**src/rtl/seg7_pkg.sv**
```systemverilog
// Shared definitions for the scanned 7-segment display: glyph table,
// blank glyph and a constant-function clog2 used for counter widths.
package seg7_pkg;

    // Active-high glyph codes {g,f,e,d,c,b,a} for hex digits 0-F (lowercase b, d)
    localparam logic [6:0] SEG7_HEX [16] = '{
        7'h3F, 7'h06, 7'h5B, 7'h4F,
        7'h66, 7'h6D, 7'h7D, 7'h07,
        7'h7F, 7'h6F, 7'h77, 7'h7C,
        7'h39, 7'h5E, 7'h79, 7'h71
    };

    // Active-high code for a digit with every segment dark
    localparam logic [6:0] SEG7_BLANK = 7'h00;

    // Ceiling log2 for sizing counters; returns 0 for an argument of 1
    function automatic int seg7_clog2(input int value);
        int result;
        int rem;
        result = 32'sd0;
        rem    = value - 32'sd1;
        while (rem > 32'sd0) begin
            result = result + 32'sd1;
            rem    = rem >>> 32'sd1;
        end
        return result;
    endfunction

endpackage

```
**src/rtl/seg7_hex_decode.sv**
```systemverilog
// Combinational hex nibble to active-high 7-segment glyph decoder.
module seg7_hex_decode
    import seg7_pkg::*;
(
    input  logic [3:0] nibble,
    output logic [6:0] glyph
);

    // Table lookup of the glyph for the selected nibble
    always_comb begin
        glyph = SEG7_HEX[nibble];
    end

endmodule

```
**src/rtl/seg7_scan_display.sv**
```systemverilog
// Time-multiplexed common-anode hex display driver. The displayed value
// lives in a shadow register refreshed only at frame boundaries (or on
// load_now), so a value changing mid-scan never shows as a torn frame.
module seg7_scan_display
    import seg7_pkg::*;
#(
    parameter int DIGITS       = 2,
    parameter int SCAN_DIV     = 50000,
    parameter int BLANK_CYCLES = 500,
    parameter int LZ_BLANK     = 0
) (
    input  logic                  clk,
    input  logic                  rst,
    input  logic [4*DIGITS-1:0]   value,
    input  logic [DIGITS-1:0]     dp_in,
    input  logic                  en,
    input  logic                  load_now,
    output logic [DIGITS-1:0]     an_n,
    output logic [6:0]            seg_n,
    output logic                  dp_n,
    output logic                  frame
);

    localparam int PW = seg7_clog2(SCAN_DIV);
    localparam int IW = (DIGITS > 1) ? seg7_clog2(DIGITS) : 1;

    localparam logic [PW-1:0] PRESC_LAST = PW'(SCAN_DIV - 1);
    localparam logic [PW-1:0] BLANK_END  = PW'(BLANK_CYCLES);
    localparam logic [IW-1:0] IDX_LAST   = IW'(DIGITS - 1);

    logic [PW-1:0]        presc_q, presc_d;
    logic [IW-1:0]        idx_q, idx_d;
    logic [4*DIGITS-1:0]  shadow_q, shadow_d;
    logic [DIGITS-1:0]    shadow_dp_q, shadow_dp_d;
    logic [DIGITS-1:0]    an_n_q, an_n_d;
    logic [6:0]           seg_n_q, seg_n_d;
    logic                 dp_n_q, dp_n_d;
    logic                 frame_q, frame_d;

    logic                 tick_s;
    logic                 boundary_s;
    logic                 slot_on_s;
    logic                 upper_zero_s;
    logic                 lz_blank_s;
    logic [3:0]           nibble_s;
    logic [6:0]           glyph_s;

    // Prescaler, digit index and shadow capture next-state
    always_comb begin
        tick_s     = (presc_q == PRESC_LAST);
        boundary_s = tick_s && (idx_q == IDX_LAST);

        if (tick_s) begin
            presc_d = {PW{1'b0}};
        end else begin
            presc_d = presc_q + PW'(1);
        end

        if (tick_s && (idx_q == IDX_LAST)) begin
            idx_d = {IW{1'b0}};
        end else if (tick_s) begin
            idx_d = idx_q + IW'(1);
        end else begin
            idx_d = idx_q;
        end

        // A boundary and load_now in the same cycle still make one capture
        if (boundary_s || load_now) begin
            shadow_d    = value;
            shadow_dp_d = dp_in;
        end else begin
            shadow_d    = shadow_q;
            shadow_dp_d = shadow_dp_q;
        end
    end

    // Current digit nibble and leading-zero detection over this and higher digits
    always_comb begin
        nibble_s     = shadow_q[{idx_q, 2'b00} +: 4];
        upper_zero_s = 1'b1;
        for (int i = 0; i < DIGITS; i++) begin
            upper_zero_s = upper_zero_s &
                           ((IW'(i) < idx_q) | (shadow_q[4*i +: 4] == 4'h0));
        end
        lz_blank_s = (LZ_BLANK != 0) && (idx_q != {IW{1'b0}}) && upper_zero_s;
    end

    seg7_hex_decode u_hex_decode (
        .nibble (nibble_s),
        .glyph  (glyph_s)
    );

    // Output next-state from this cycle's scan position, registered below
    always_comb begin
        slot_on_s = en && (presc_q >= BLANK_END);
        an_n_d    = {DIGITS{1'b1}};
        for (int i = 0; i < DIGITS; i++) begin
            an_n_d[i] = ~(slot_on_s && (IW'(i) == idx_q));
        end

        if (lz_blank_s) begin
            seg_n_d = ~SEG7_BLANK;
        end else begin
            seg_n_d = ~glyph_s;
        end

        dp_n_d  = ~shadow_dp_q[idx_q];
        frame_d = boundary_s;
    end

    // State and output registers with synchronous reset
    always_ff @(posedge clk) begin
        if (rst) begin
            presc_q     <= {PW{1'b0}};
            idx_q       <= {IW{1'b0}};
            shadow_q    <= {(4*DIGITS){1'b0}};
            shadow_dp_q <= {DIGITS{1'b0}};
            an_n_q      <= {DIGITS{1'b1}};
            seg_n_q     <= 7'h7F;
            dp_n_q      <= 1'b1;
            frame_q     <= 1'b0;
        end else begin
            presc_q     <= presc_d;
            idx_q       <= idx_d;
            shadow_q    <= shadow_d;
            shadow_dp_q <= shadow_dp_d;
            an_n_q      <= an_n_d;
            seg_n_q     <= seg_n_d;
            dp_n_q      <= dp_n_d;
            frame_q     <= frame_d;
        end
    end

    assign an_n  = an_n_q;
    assign seg_n = seg_n_q;
    assign dp_n  = dp_n_q;
    assign frame = frame_q;

endmodule

```
**config.mk**
```make
export PLATFORM = sky130hd
export DESIGN_NAME = seg7_scan_display
export DESIGN_NICKNAME = d
export VERILOG_FILES = /design/src/rtl/seg7_pkg.sv /design/src/rtl/seg7_hex_decode.sv /design/src/rtl/seg7_scan_display.sv
export SDC_FILE = /design/constraint.sdc
export NUM_CORES = 1
export LEC_CHECK = 0
export CAP_MARGIN = 10
export CORE_MARGIN = 5
export CORE_UTILIZATION = 45
export DETAILED_ROUTE_END_ITERATION = 6
export PLACE_DENSITY = 0.8
export SLEW_MARGIN = 25
export SYNTH_ARGS = -nofsm -noshare
export SYNTH_HDL_FRONTEND = slang
export SYNTH_SLANG_ARGS = --single-unit
```
**constraint.sdc**
```tcl
create_clock -name clk -period 4.57 [get_ports clk]
set_input_delay 0.6855 -clock clk [delete_from_list [all_inputs] [get_ports clk]]
set_output_delay 0.6855 -clock clk [all_outputs]
set_load 0.03 [all_outputs]
```
==> out/qor.yml <==
setup.worst_path.start_class: "flip-flop"
grt_pass1_vias: 1234
ys_ff_latch: 38
reg2regPathDepth: 5
die_y_um: 72.2
cap_violations: 0
htree_levels: 2
end_kind: "flip-flop"
cpPeakStageDelay_ps: 670
routedWlPerCell_um: 12.8
hp-class: "flip-flop to flip-flop"
netlist_instances: 177
cp_data_required_time_ps: 4750
fin_crit_sh_pct: 52.4
gp_congestion: 0.872
pwr-share-seq_pct: 52.9
critPathKind: "flip-flop to flip-flop"
dp.cells: 244
via_per_inst: 5.13
io_pins: 25
reg2reg_setup_slack_ps: 2180
fmax_mhz: 418
initial_core_util_pct: 46.8
fin_crit_ps: 2390
hp-start: "presc_q[0]"
cts-hold-fix-buffers: 0
cts_buffers: 5
grt_use_total_pct: 13.7
grt-ovfl-total: 0
ant_nets: 0
wl_um: 3230
grt_max_degree: 21
hold_viol: 0
grt-busiest-layer: "met2"
antenna_found_initial: 0
synth_fp_nets: 199
postCtsSetupBuffers: 0
r2r_start: "idx_q"
die_x_um: 72.2
p_leak_nw: 0.803
dr.pass1.iters: 4
area_delta_synth_final_pct: 20.6
post-route-util_pct: 56.5
cp_cell_sequence: "mux2i_1, inv_1, ha_1, mux4_2, or2_1"
cts_max_path_buffers: 2
timing.rr.end: "seg_n[3]"
drt_iter0_markers: 91
synth_area_per_cell_um2: 9.83
critPathSlowestCell: "dfxtp_1"
met2_usage_pct: 20.6
rows: 22
instances_no_fill: 252
layout-drive-gt1-share_pct: 9.31
worst_pin_slew_ps: 784
pre_cts_ws_ps: 2040
cts_tree: "built"
max-slew-margin-rel_pct: 47.7
yosysSeqAreaShare_pct: 43.7
power_switching_mw: 0.160
antenna_cells: 0
ys.flop_type: "dfxtp_1"
critPathArrivalTime_ps: 2570
syn_area_um2: 1740
port_buffers: 24
dpl.hpwl_um: 2320
startpoint: "idx_q"
p_per_area_nw_per_um2: 317
cts_resized: 0
final.setup.tns_ps: 0
clkPwrFrac_pct: 34.9
nFillCells: 331
grt_setup_unrepaired: "false"
p_int_mw: 0.506
fin_skew_ps: 2.17
drc: 0
dieArea_um2: 5210
async_flop_share_pct: 0
ir_drop_v: 0.000149
setup_violations: 0
path_clk_slew_ps: 70
nets: 225
ctsRootBufferMaster: "clkbuf_8"
coreArea_um2: 3720
yosys_warnings: 0
holdPathStages: 1
ys_types: 34
use_met3_pct: 3.46
grt_pass1_wl_um: 5630
fin_ws_ps: 2180
pwr-share-comb_pct: 12.2
num_vias: 1294
total_power_mw: 0.665
use_met1_pct: 18.2
min_to: "presc_q[0]"
worstPathMaxFanout: 12
cts.sinks: 38
synth_edf_count: 0
slew_violations: 0
power.share.switching_pct: 24.0
status: "completed"
insertion_delay_ps: 280
[cells in the final DEF (no fill, tap or decap), types with 2 or more instances in the layout]
master	Yosys	layout
nand3_1	8	8
dfxtp_1	38	38
o311ai_0	2	2
mux2_2	2	2
nand4_1	4	4
mux2i_1	12	12
clkdlybuf4s50_1	0	24
xnor2_1	12	12
xor2_1	3	3
nor2_1	35	35
mux2_4	2	2
a21oi_1	2	2
o21ai_0	2	2
nor3_1	6	6
and3_1	2	2
inv_1	10	10
nand2_1	4	4
clkbuf_8	0	6
nor4_1	5	5
a221o_1	3	3
ha_1	8	8
[Yosys cell counts (2+ instances only)]
cell type,number,share of area [%]
a21oi_1,2,0.58
nand2_1,4,0.86
nor4_1,5,1.8
a221o_1,3,1.7
o311ai_0,2,1.0
ha_1,8,5.8
dfxtp_1,38,44
nand4_1,4,1.4
nor2_1,35,7.5
xnor2_1,12,6.0
nor3_1,6,1.7
buf_4,2,0.86
nand3_1,8,2.3
mux2_2,2,1.3
and3_1,2,0.72
o21ai_0,2,0.58
mux2i_1,12,6.9
mux2_4,2,1.7
inv_1,10,2.2
xor2_1,3,1.5
clkbuf_1,2,0.43
[how the worst max path moves through the flow]
stage             endpoint  slack [ps]  cells after the start
6_report          seg_n[3]        2180                      5
5_1_grt           seg_n[3]        2020                      5
4_1_cts           seg_n[3]        2200                      5
3_5_place_dp   presc_q[10]        2040                      4
3_3_place_gp    presc_q[7]        2120                      4
2_1_floorplan     seg_n[3]        2610                      6
[kinds of logic after synthesis]
| group | count (synthesis) | share of synthesized area [%] |
|---|---|---|
| AO/OA/AOI/OAI | 12 | 5.90 |
| XOR/XNOR | 15 | 7.55 |
| adder cells (fa/ha/maj) | 8 | 5.75 |
| buffers and inverters | 15 | 4.10 |
| flip-flops | 38 | 43.7 |
| multiplexers | 18 | 12.0 |
| AND/OR/NAND/NOR | 71 | 21.0 |
[power by group through the flow]
stage                     Combinational [mW]  Clock [mW]  Sequential, mW
after floorplan                       0.0388           0           0.371
after global placement                0.0804           0           0.359
after detailed placement              0.0812           0           0.360
after CTS                             0.0817       0.238           0.352
after global routing                  0.0894       0.255           0.354
final                                 0.0811       0.232           0.352
[through the flow]
stage          instance area (um2)  hold WS (ps)
2_1_floorplan                 1740           442
4_1_cts                       2100           493
5_1_grt                       2100           527
6_report                      2100           494
3_5_place_dp                  2010           476
3_3_place_gp                  2010           459
[critical path: cells and delay by family (launching register included)]
family | cells | cell delay [ps]
flip-flops | 1 | 670
AND/OR/NAND/NOR | 1 | 210
multiplexers | 2 | 970
buffers and inverters | 1 | 180
adder cells (fa/ha/maj) | 1 | 250
[flip-flops by register name, indices dropped and copies added (netlist names)]
name	count
dp_n	1
presc_q	16
seg_n	7
idx_q	1
shadow_q	8
frame	1
an_n	2
shadow_dp_q	2
[layer usage]
layer | share of wire [%] | up-vias
li1 | - | 666
met1 | 47 | 594
met2 | 46 | 29
met3 | 4.9 | 5
met4 | 1.7 | 0
met5 | 0 | -
[area by class of cell]
class,count,area [um2],share of cell area (%)
clock buffer,7,86.3,4.11
clock inverter,1,5.00,0.239
inverter,10,37.5,1.79
multi-input combinational,124,908,43.3
sequential,38,761,36.3
tap,48,60.1,2.86
timing repair buffer,24,240,11.4
No activity file was read; power rests on OpenSTA's default activity.
